`src/rtl/green_mask_stream_ctrl.sv`:
```
// Streams an RGB frame one pixel per cycle and emits a "not green" mask bit per pixel.
// Thresholds are double-buffered: cfg writes go to shadow regs, which are latched on frame start.

module gm_chan_cmp #(
  parameter int PIX_W = 8
) (
  input  logic [PIX_W-1:0] pix,
  input  logic [PIX_W-1:0] lo,
  input  logic [PIX_W-1:0] hi,
  output logic             in_rng
);
  assign in_rng = (pix >= lo) && (pix <= hi);
endmodule

module green_mask_stream_ctrl #(
  parameter int WIDTH  = 300,
  parameter int HEIGHT = 200,
  parameter int PIX_W  = 8
) (
  input  logic                              clk,
  input  logic                              rst,
  input  logic                              start,
  input  logic                              abort,
  output logic                              busy,
  input  logic                              cfg_we,
  input  logic [3*PIX_W-1:0]                cfg_lower,
  input  logic [3*PIX_W-1:0]                cfg_upper,
  input  logic                              s_valid,
  output logic                              s_ready,
  input  logic [3*PIX_W-1:0]                s_pixel,
  output logic                              m_valid,
  input  logic                              m_ready,
  output logic                              m_mask,
  output logic [$clog2(HEIGHT)-1:0]         m_row,
  output logic [$clog2(WIDTH)-1:0]          m_col,
  output logic                              m_last,
  output logic                              frame_done,
  output logic [$clog2(WIDTH*HEIGHT+1)-1:0] green_count
);
  localparam int RW  = $clog2(HEIGHT);
  localparam int CW  = $clog2(WIDTH);
  localparam int GW  = $clog2(WIDTH*HEIGHT+1);
  localparam int CHW = 3*PIX_W;
  localparam logic [RW-1:0] ROW_MAX = RW'(HEIGHT-1);
  localparam logic [CW-1:0] COL_MAX = CW'(WIDTH-1);

  typedef enum logic [1:0] {IDLE, RUN, DRAIN} state_t;
  state_t state;

  logic [CHW-1:0] sh_lo, sh_hi, act_lo, act_hi;
  logic [RW-1:0]  row;
  logic [CW-1:0]  col;
  logic [2:0]     ch_ok;
  logic           green, accept, at_end;

  for (genvar k = 0; k < 3; k++) begin : g_ch
    gm_chan_cmp #(.PIX_W(PIX_W)) u_cmp (
      .pix    (s_pixel[k*PIX_W +: PIX_W]),
      .lo     (act_lo[k*PIX_W +: PIX_W]),
      .hi     (act_hi[k*PIX_W +: PIX_W]),
      .in_rng (ch_ok[k])
    );
  end

  assign green   = &ch_ok;
  assign busy    = (state != IDLE);
  assign s_ready = (state == RUN) && (!m_valid || m_ready);
  assign accept  = s_valid && s_ready;
  assign at_end  = (row == ROW_MAX) && (col == COL_MAX);

  always_ff @(posedge clk or posedge rst) begin
    if (rst) begin
      state       <= IDLE;
      sh_lo       <= '0;
      sh_hi       <= '1;
      act_lo      <= '0;
      act_hi      <= '1;
      row         <= '0;
      col         <= '0;
      m_valid     <= 1'b0;
      m_mask      <= 1'b0;
      m_row       <= '0;
      m_col       <= '0;
      m_last      <= 1'b0;
      frame_done  <= 1'b0;
      green_count <= '0;
    end else begin
      frame_done <= 1'b0;
      if (cfg_we) begin
        sh_lo <= cfg_lower;
        sh_hi <= cfg_upper;
      end
      case (state)
        IDLE: begin
          if (start && !abort) begin
            state       <= RUN;
            row         <= '0;
            col         <= '0;
            green_count <= '0;
            // A cfg write in the start cycle bypasses the shadow regs.
            act_lo      <= cfg_we ? cfg_lower : sh_lo;
            act_hi      <= cfg_we ? cfg_upper : sh_hi;
          end
        end
        RUN: begin
          if (abort) begin
            state   <= IDLE;
            m_valid <= 1'b0;
          end else if (accept) begin
            m_valid <= 1'b1;
            m_mask  <= ~green;
            m_row   <= row;
            m_col   <= col;
            m_last  <= at_end;
            if (green) green_count <= green_count + GW'(1);
            if (col == COL_MAX) begin
              col <= '0;
              row <= at_end ? '0 : row + RW'(1);
            end else begin
              col <= col + CW'(1);
            end
            if (at_end) state <= DRAIN;
          end else if (m_ready) begin
            m_valid <= 1'b0;
          end
        end
        DRAIN: begin
          if (abort) begin
            state   <= IDLE;
            m_valid <= 1'b0;
          end else if (m_valid && m_ready) begin
            m_valid    <= 1'b0;
            state      <= IDLE;
            frame_done <= m_last;
          end
        end
        default: state <= IDLE;
      endcase
    end
  end
endmodule

```
`config.mk`:
```
export PLATFORM = sky130hd
export DESIGN_NAME = green_mask_stream_ctrl
export DESIGN_NICKNAME = d
export VERILOG_FILES = /design/src/rtl/green_mask_stream_ctrl.sv
export SDC_FILE = /design/constraint.sdc
export NUM_CORES = 1
export LEC_CHECK = 0
export ABC_AREA = 1
export BUFFER_PORTS_ARGS = -buffer_cell sky130_fd_sc_hd__buf_2
export CAP_MARGIN = 10
export CORE_ASPECT_RATIO = 0.75
export CORE_MARGIN = 2
export CORE_UTILIZATION = 57
export DETAILED_ROUTE_END_ITERATION = 10
export PLACE_DENSITY = 0.83
export SLEW_MARGIN = 25
export SYNTH_ARGS = -nofsm -noshare
export SYNTH_HDL_FRONTEND = slang
export SYNTH_SLANG_ARGS = --single-unit
```
`constraint.sdc`:
```
create_clock -name clk -period 5.7 [get_ports clk]
set_clock_uncertainty 0.1 [all_clocks]
set_input_delay 1.14 -clock clk [delete_from_list [all_inputs] [get_ports clk]]
set_output_delay 1.14 -clock clk [all_outputs]
set_load 0.01 [all_outputs]
```
Yosys cells after proc, flatten, opt, wreduce, memory -nomap -nowiden
Cells that the tools add are included.
Cells by class
  add/subtract/negate cells: 3
  $lt $le $gt $ge: 6
  eq/ne operators: 13
  mux-type cells: 34
  bitwise logic cells: 2
  reductions and logical operators: 23
Operators with widths (count)
  $mux 16: 4
  $mux 24: 2
  $mux 8: 5
  $mux 9: 4
  $pmux 16 s2: 1
  $ge 8x8->1: 3
  $le 8x8->1: 3
  $pmux 9 s2: 1
  $add 16x1->16 const B: 1
  $pmux 8 s2: 1
  $mux 2: 6
  $reduce_and 5->1: 2
  $add 9x1->9 const B: 1
  $eq 9x9->1 const B: 1
  $ne 3x3->1 const B: 3
  $reduce_and 3->1: 3
  $add 8x1->8 const B: 1
  $eq 8x8->1 const B: 1
  $logic_and 1x1->1: 8
  $mux 1: 8
  $ne 2x2->1 const B: 4
  $reduce_and 4->1: 2
  $pmux 2 s3: 1
  $reduce_bool 2->1: 3
  10 further kinds: 12
Word-level totals
  flip-flop bits (word level): 152
  bits of input ports: 79
  output and inout port bits: 39
  logic and storage cells: 95

Longest topological paths before layout
  depth after elaboration: 7
  depth in mapped cells: 18
  mapped depth without buffers: 17

Hierarchy
From an unflattened synthesis, not the netlist that was laid out.
Unflattened totals
  cell total of the unflattened synthesis: 940
  area, all modules: 8013.9 µm²
Modules (own cells, without submodules)
  green_mask_stream_ctrl: instances 1, cells an instance 724, area each 6715.2 µm², sequential area each 3863.7 µm²
  gm_chan_cmp: instances 3, cells an instance 72, area each 432.9 µm², sequential area each 0.0 µm²

Worst setup path before layout
No wires, ideal clock.
  path kind: input -> register
  from: in s_pixel[23]
  to: reg green_count[3]
  setup time: 0.117 ns
  data arrival time: 2.404 ns
  required time: 5.483 ns
  path slack: 3.078 ns
  stages on the path: 13
  path buffers: 1
  cells stage by stage: ha_1 a21o_1 nor2_1 nand2_1 nand2_1 nand2_1 nor2_1 nand2_1 nand2_1 nand2_2 buf_2 nand2_1 nand2_1
On the way
  longest elaborated chain between the ends: 5
  elaborated cells between the ends (all ways): 6
  classes of those cells: order compare: 2; eq/ne: 1; reduce/logical: 3
RTL lines
  from (decl): line 30  | input logic [3*PIX_W-1:0] s_pixel,
  $ge 8x8->1 / $le 8x8->1 (equally long branches): line 12  | assign in_rng = (pix >= lo) && (pix <= hi);
  $logic_and 1x1->1 *: line 12
  $reduce_and 3->1 *: line 65  | assign green = &ch_ok;
  $ne 2x2->1 (no source line) *
  $reduce_and 5->1 (no source line) *
  to (signal assigned): line 115  | if (green) green_count <= green_count + GW'(1);
  to (decl): line 38  | output logic [$clog2(WIDTH*HEIGHT+1)-1:0] green_count
Mark *: on every way between the ends. The rest lies on a longest branch, timed or not.
A chain may end at the register's enable or synchronous reset.

Worst setup path in the final report
  from: in s_pixel[13]
  to: reg green_count[1]
The elaborated chain is that of the path after synthesis.

==> impl_summary.log <==
[metrics] outcome: completed
[metrics] overall routed net length: between 15000 and 20000 µm
[metrics] max-cap violations: 0
[metrics] sum of net half-perimeters after detailed placement: roughly 11000 µm
[metrics] arrival time reported for the critical path endpoint: ~3.1 ns
[metrics] slew of the pin with the lowest slew margin: approximately 0.9 ns
[metrics] maximum resistive drop on vdd: 0.2660 mV
[metrics] leading cell type in the layout, fill and taps excluded: nand2_1
[metrics] drt drc: 0
[metrics] Placer Congestion: ~0.91
[metrics] hold_ws: 0.3774 ns
[metrics] CTS H-Tree Depth: 4
[metrics] RSZ-0062 raised after global routing: no
[metrics] number of buffers created by CTS: 17
[metrics] power density over the cells: roughly 370 mW/mm²
[metrics] kind of end point of the critical path: register
[metrics] Post-Syn Nets: between 900 and 1000
[metrics] residual antenna-violating net count after detailed routing: 0
[metrics] crit path capture: green_count[1]$_DFFE_PP0P_
[metrics] maximum number of buffers from clock root to sink: 2
[metrics] sum of negative setup slack: 0 ns
[metrics] minimum setup slack in the final design: 2.816 ns
[metrics] synthesized flop and latch total: 152
[metrics] launch point of the critical path: s_pixel[13]
[metrics] row cnt: 36
[metrics] pin count of the biggest net entering global routing: 107
[metrics] clock latency at the later pin of the worst-skew pair: between 0.4 and 0.5 ns
[metrics] area of placed instances: approximately 0.0084 mm²
[metrics] endpoint required time on the critical path: just under 6 ns
[metrics] Worst R2R End: green_count[1]$_DFFE_PP0P_
[metrics] Synth cell types: 36
[metrics] Leakage Power: 4.539 nW
[metrics] Starting DRT DRC Count: between 300 and 400
[metrics] die footprint: ~0.014 mm²
[metrics] final net count: around 1100
[metrics] vias after detailed routing: just under 6000
[metrics] Die Wd: about 140 µm
[metrics] Gate Count Post-Synth: 838
[metrics] ratio of final minimum period to clock period: 0.5059
[metrics] average via count per standard cell: roughly 5.2
[metrics] startpoint type of the worst setup path: input pin
[metrics] share of post-route cells with drive strength above 1: 0.2707
[metrics] drt pass-1 iters: 7
[metrics] vertical die dimension: roughly 100 µm
[metrics] quantity of gates resized following cts: 0
[metrics] count of buffers from port buffering: 117
[metrics] maximum achievable frequency: 346.8 MHz
[metrics] number of clock sinks: approximately 150
[metrics] area of all placed cells without fillers: between 0.008 and 0.009 mm²
[metrics] worst setup slack for register-to-register paths: ~3.1 ns
[metrics] Rel. slew slack: 0.3960
[metrics] synthesized cell area: between 0.007 and 0.008 mm²
[metrics] CTS Hold Bufs: 0
[metrics] post-CTS setup buffer count: 0
[metrics] number of synthesis warnings: 0
[metrics] part of the Yosys area used for sequential elements: 0.5043
[metrics] crit path time final: around 2.9 ns
[metrics] syn_area_per_cell: 9.142 µm²
[metrics] launch point of the worst reg-to-reg path: act_hi[13]$_DFFE_PP1P_
[metrics] first-pass GRT wire length: 27260 µm
[metrics] largest fanout on the critical path: 16
[metrics] number of antenna repair diodes: 0
[metrics] Boundary Pins: 118
[metrics] start-to-end type of the worst setup path: input pin to register
[metrics] final number of setup-violating endpoints: 0
[metrics] Worst Hold Class: register to register
[metrics] Worst R2R Path Depth: 13
[metrics] CTS tree: yes
[metrics] CTS clk-pin slew, worst paths: about 0.060 ns
[metrics] total routing usage reported by global routing: 0.2402
[metrics] Final Max Tran Viols: 0
[metrics] DP Worst Slack: approximately 2.4 ns
[metrics] area of the core: ~0.013 mm²
[metrics] via count of the first global-routing pass: slightly below 6000
[metrics] sum of overflow across all layers after global routing: 0
[metrics] post-DR wirelength/cell: around 14 µm
[metrics] clock root cell: clkbuf_16
[metrics] antenna violations before repair: 0
[metrics] Synth-to-Final Area Change: 17.16%
[metrics] commonest cells after routing, fill and taps aside: nand2_1, buf_2, dfrtp_1
[metrics] Fin. Hold Viols: 0
[metrics] Initial Utilization: 0.5865
-- critical path: stages --
cell and delay [ns]:
buf_2 0.11, ha_1 0.31, a21oi_1 0.20, o21a_1 0.13, nand2_1 0.05, nand2_1 0.10, nand2_1 0.06, inv_1 0.05
nand2_1 0.06, nand2_1 0.34, nand2_2 0.31, nand2_1 0.13, nand2_1 0.07
-- power by group --
| part | internal (mW) | switching [mW] |
|---|---|---|
| Clock | 0.699 | 0.436 |
| Combinational | 0.302 | 0.480 |
| Sequential | 1.33 | 0.0814 |
-- sequential cells by signal, summed over array words and instances, names as in the netlist --
register	flops
sh_hi	24
col	9
m_mask	1
act_lo	24
green_count	16
state	2
m_valid	1
m_last	1
m_row	8
sh_lo	24
frame_done	1
m_col	9
act_hi	24
row	8
-- metrics by stage --
stage | power [mW] | utilization | cells
6_report | 3.327 | 0.6872 | 1135
5_1_grt | 3.555 | 0.6872 | 1135
4_1_cts | 3.358 | 0.6872 | 1135
3_5_place_dp | 2.208 | 0.6413 | 1103
3_3_place_gp | 2.170 | 0.6411 | 1103
2_1_floorplan | 1.969 | - | 838
-- cells in the mapped netlist --
master / n / share of area
inv_1: 96 / 0.047
o21a_1: 7 / 0.0069
a31oi_1: 1 / 0.00082
a21o_1: 1 / 0.00098
ha_1: 51 / 0.083
xor2_1: 10 / 0.011
clkbuf_1: 13 / 0.0064
buf_6: 1 / 0.0015
o21bai_1: 2 / 0.0020
nand4_1: 16 / 0.013
a22oi_1: 1 / 0.00098
o21ai_1: 2 / 0.0013
xnor2_1: 1 / 0.0011
mux2_2: 48 / 0.071
buf_2: 10 / 0.0065
nand2_8: 1 / 0.0026
nor2_2: 1 / 0.00082
nor3_1: 14 / 0.0091
nor3_2: 1 / 0.0013
nor2_1: 43 / 0.021
nand3_1: 32 / 0.021
and3_1: 1 / 0.00082
buf_1: 1 / 0.00049
dfstp_2: 48 / 0.16
a21oi_4: 1 / 0.0021
o31ai_1: 1 / 0.00098
inv_4: 2 / 0.0016
inv_2: 3 / 0.0015
o22ai_1: 1 / 0.00082
nand2_1: 228 / 0.11
o21ai_0: 67 / 0.044
nand2_4: 1 / 0.0015
nand2_2: 3 / 0.0025
a21oi_1: 24 / 0.016
nor2_8: 1 / 0.0026
dfrtp_1: 104 / 0.34
-- cell type report --
| class | count | area (µm²) |
|---|---|---|
| Clock buffer | 20 | 446.7 |
| Clock inverter | 12 | 152.6 |
| Fill cell | 1072 | 4086 |
| Inverter | 101 | 389.1 |
| Multi-Input combinational cell | 560 | 3307 |
| Sequential cell | 152 | 3864 |
| Tap cell | 171 | 214.0 |
| Timing Repair Buffer | 119 | 603.1 |
-- worst min path at each step --
stage,start,to,slack (ns),depth (start not counted)
finish,act_hi[0]$_DFFE_PP1P_,act_hi[0]$_DFFE_PP1P_,0.38,2
global route,act_hi[8]$_DFFE_PP1P_,act_hi[8]$_DFFE_PP1P_,0.39,2
CTS,m_row[1]$_DFFE_PP0P_,m_row[1]$_DFFE_PP0P_,0.38,2
detailed placement,m_row[1]$_DFFE_PP0P_,m_row[1]$_DFFE_PP0P_,0.36,2
global placement,act_hi[0]$_DFFE_PP1P_,act_hi[0]$_DFFE_PP1P_,0.36,2
floorplan,act_hi[0]$_DFFE_PP1P_,act_hi[0]$_DFFE_PP1P_,0.35,2
-- per-layer routing --
metal  global-route usage  up-vias  share of wire  wire [µm]
met5                    0        -              0          0
met4              0.07507        0          0.015        237
met3              0.05702       20          0.051        823
met2               0.3550      138           0.44       7093
met1               0.3505     2742           0.49       7897
li1                     -     2949              -          -
-- cell families (layout without fill, tap and decap cells) --
| group | after synthesis | after routing | share of synthesized area |
|---|---|---|---|
| fa+ha+maj | 51 | 51 | 0.08329 |
| simple gates | 342 | 342 | 0.1880 |
| compound gates | 108 | 108 | 0.07627 |
| xor+xnor | 11 | 11 | 0.01258 |
| mux | 48 | 48 | 0.07055 |
| buf+inv | 126 | 252 | 0.06500 |
| flops | 152 | 152 | 0.5043 |
Power figures use the tool's default switching activity.
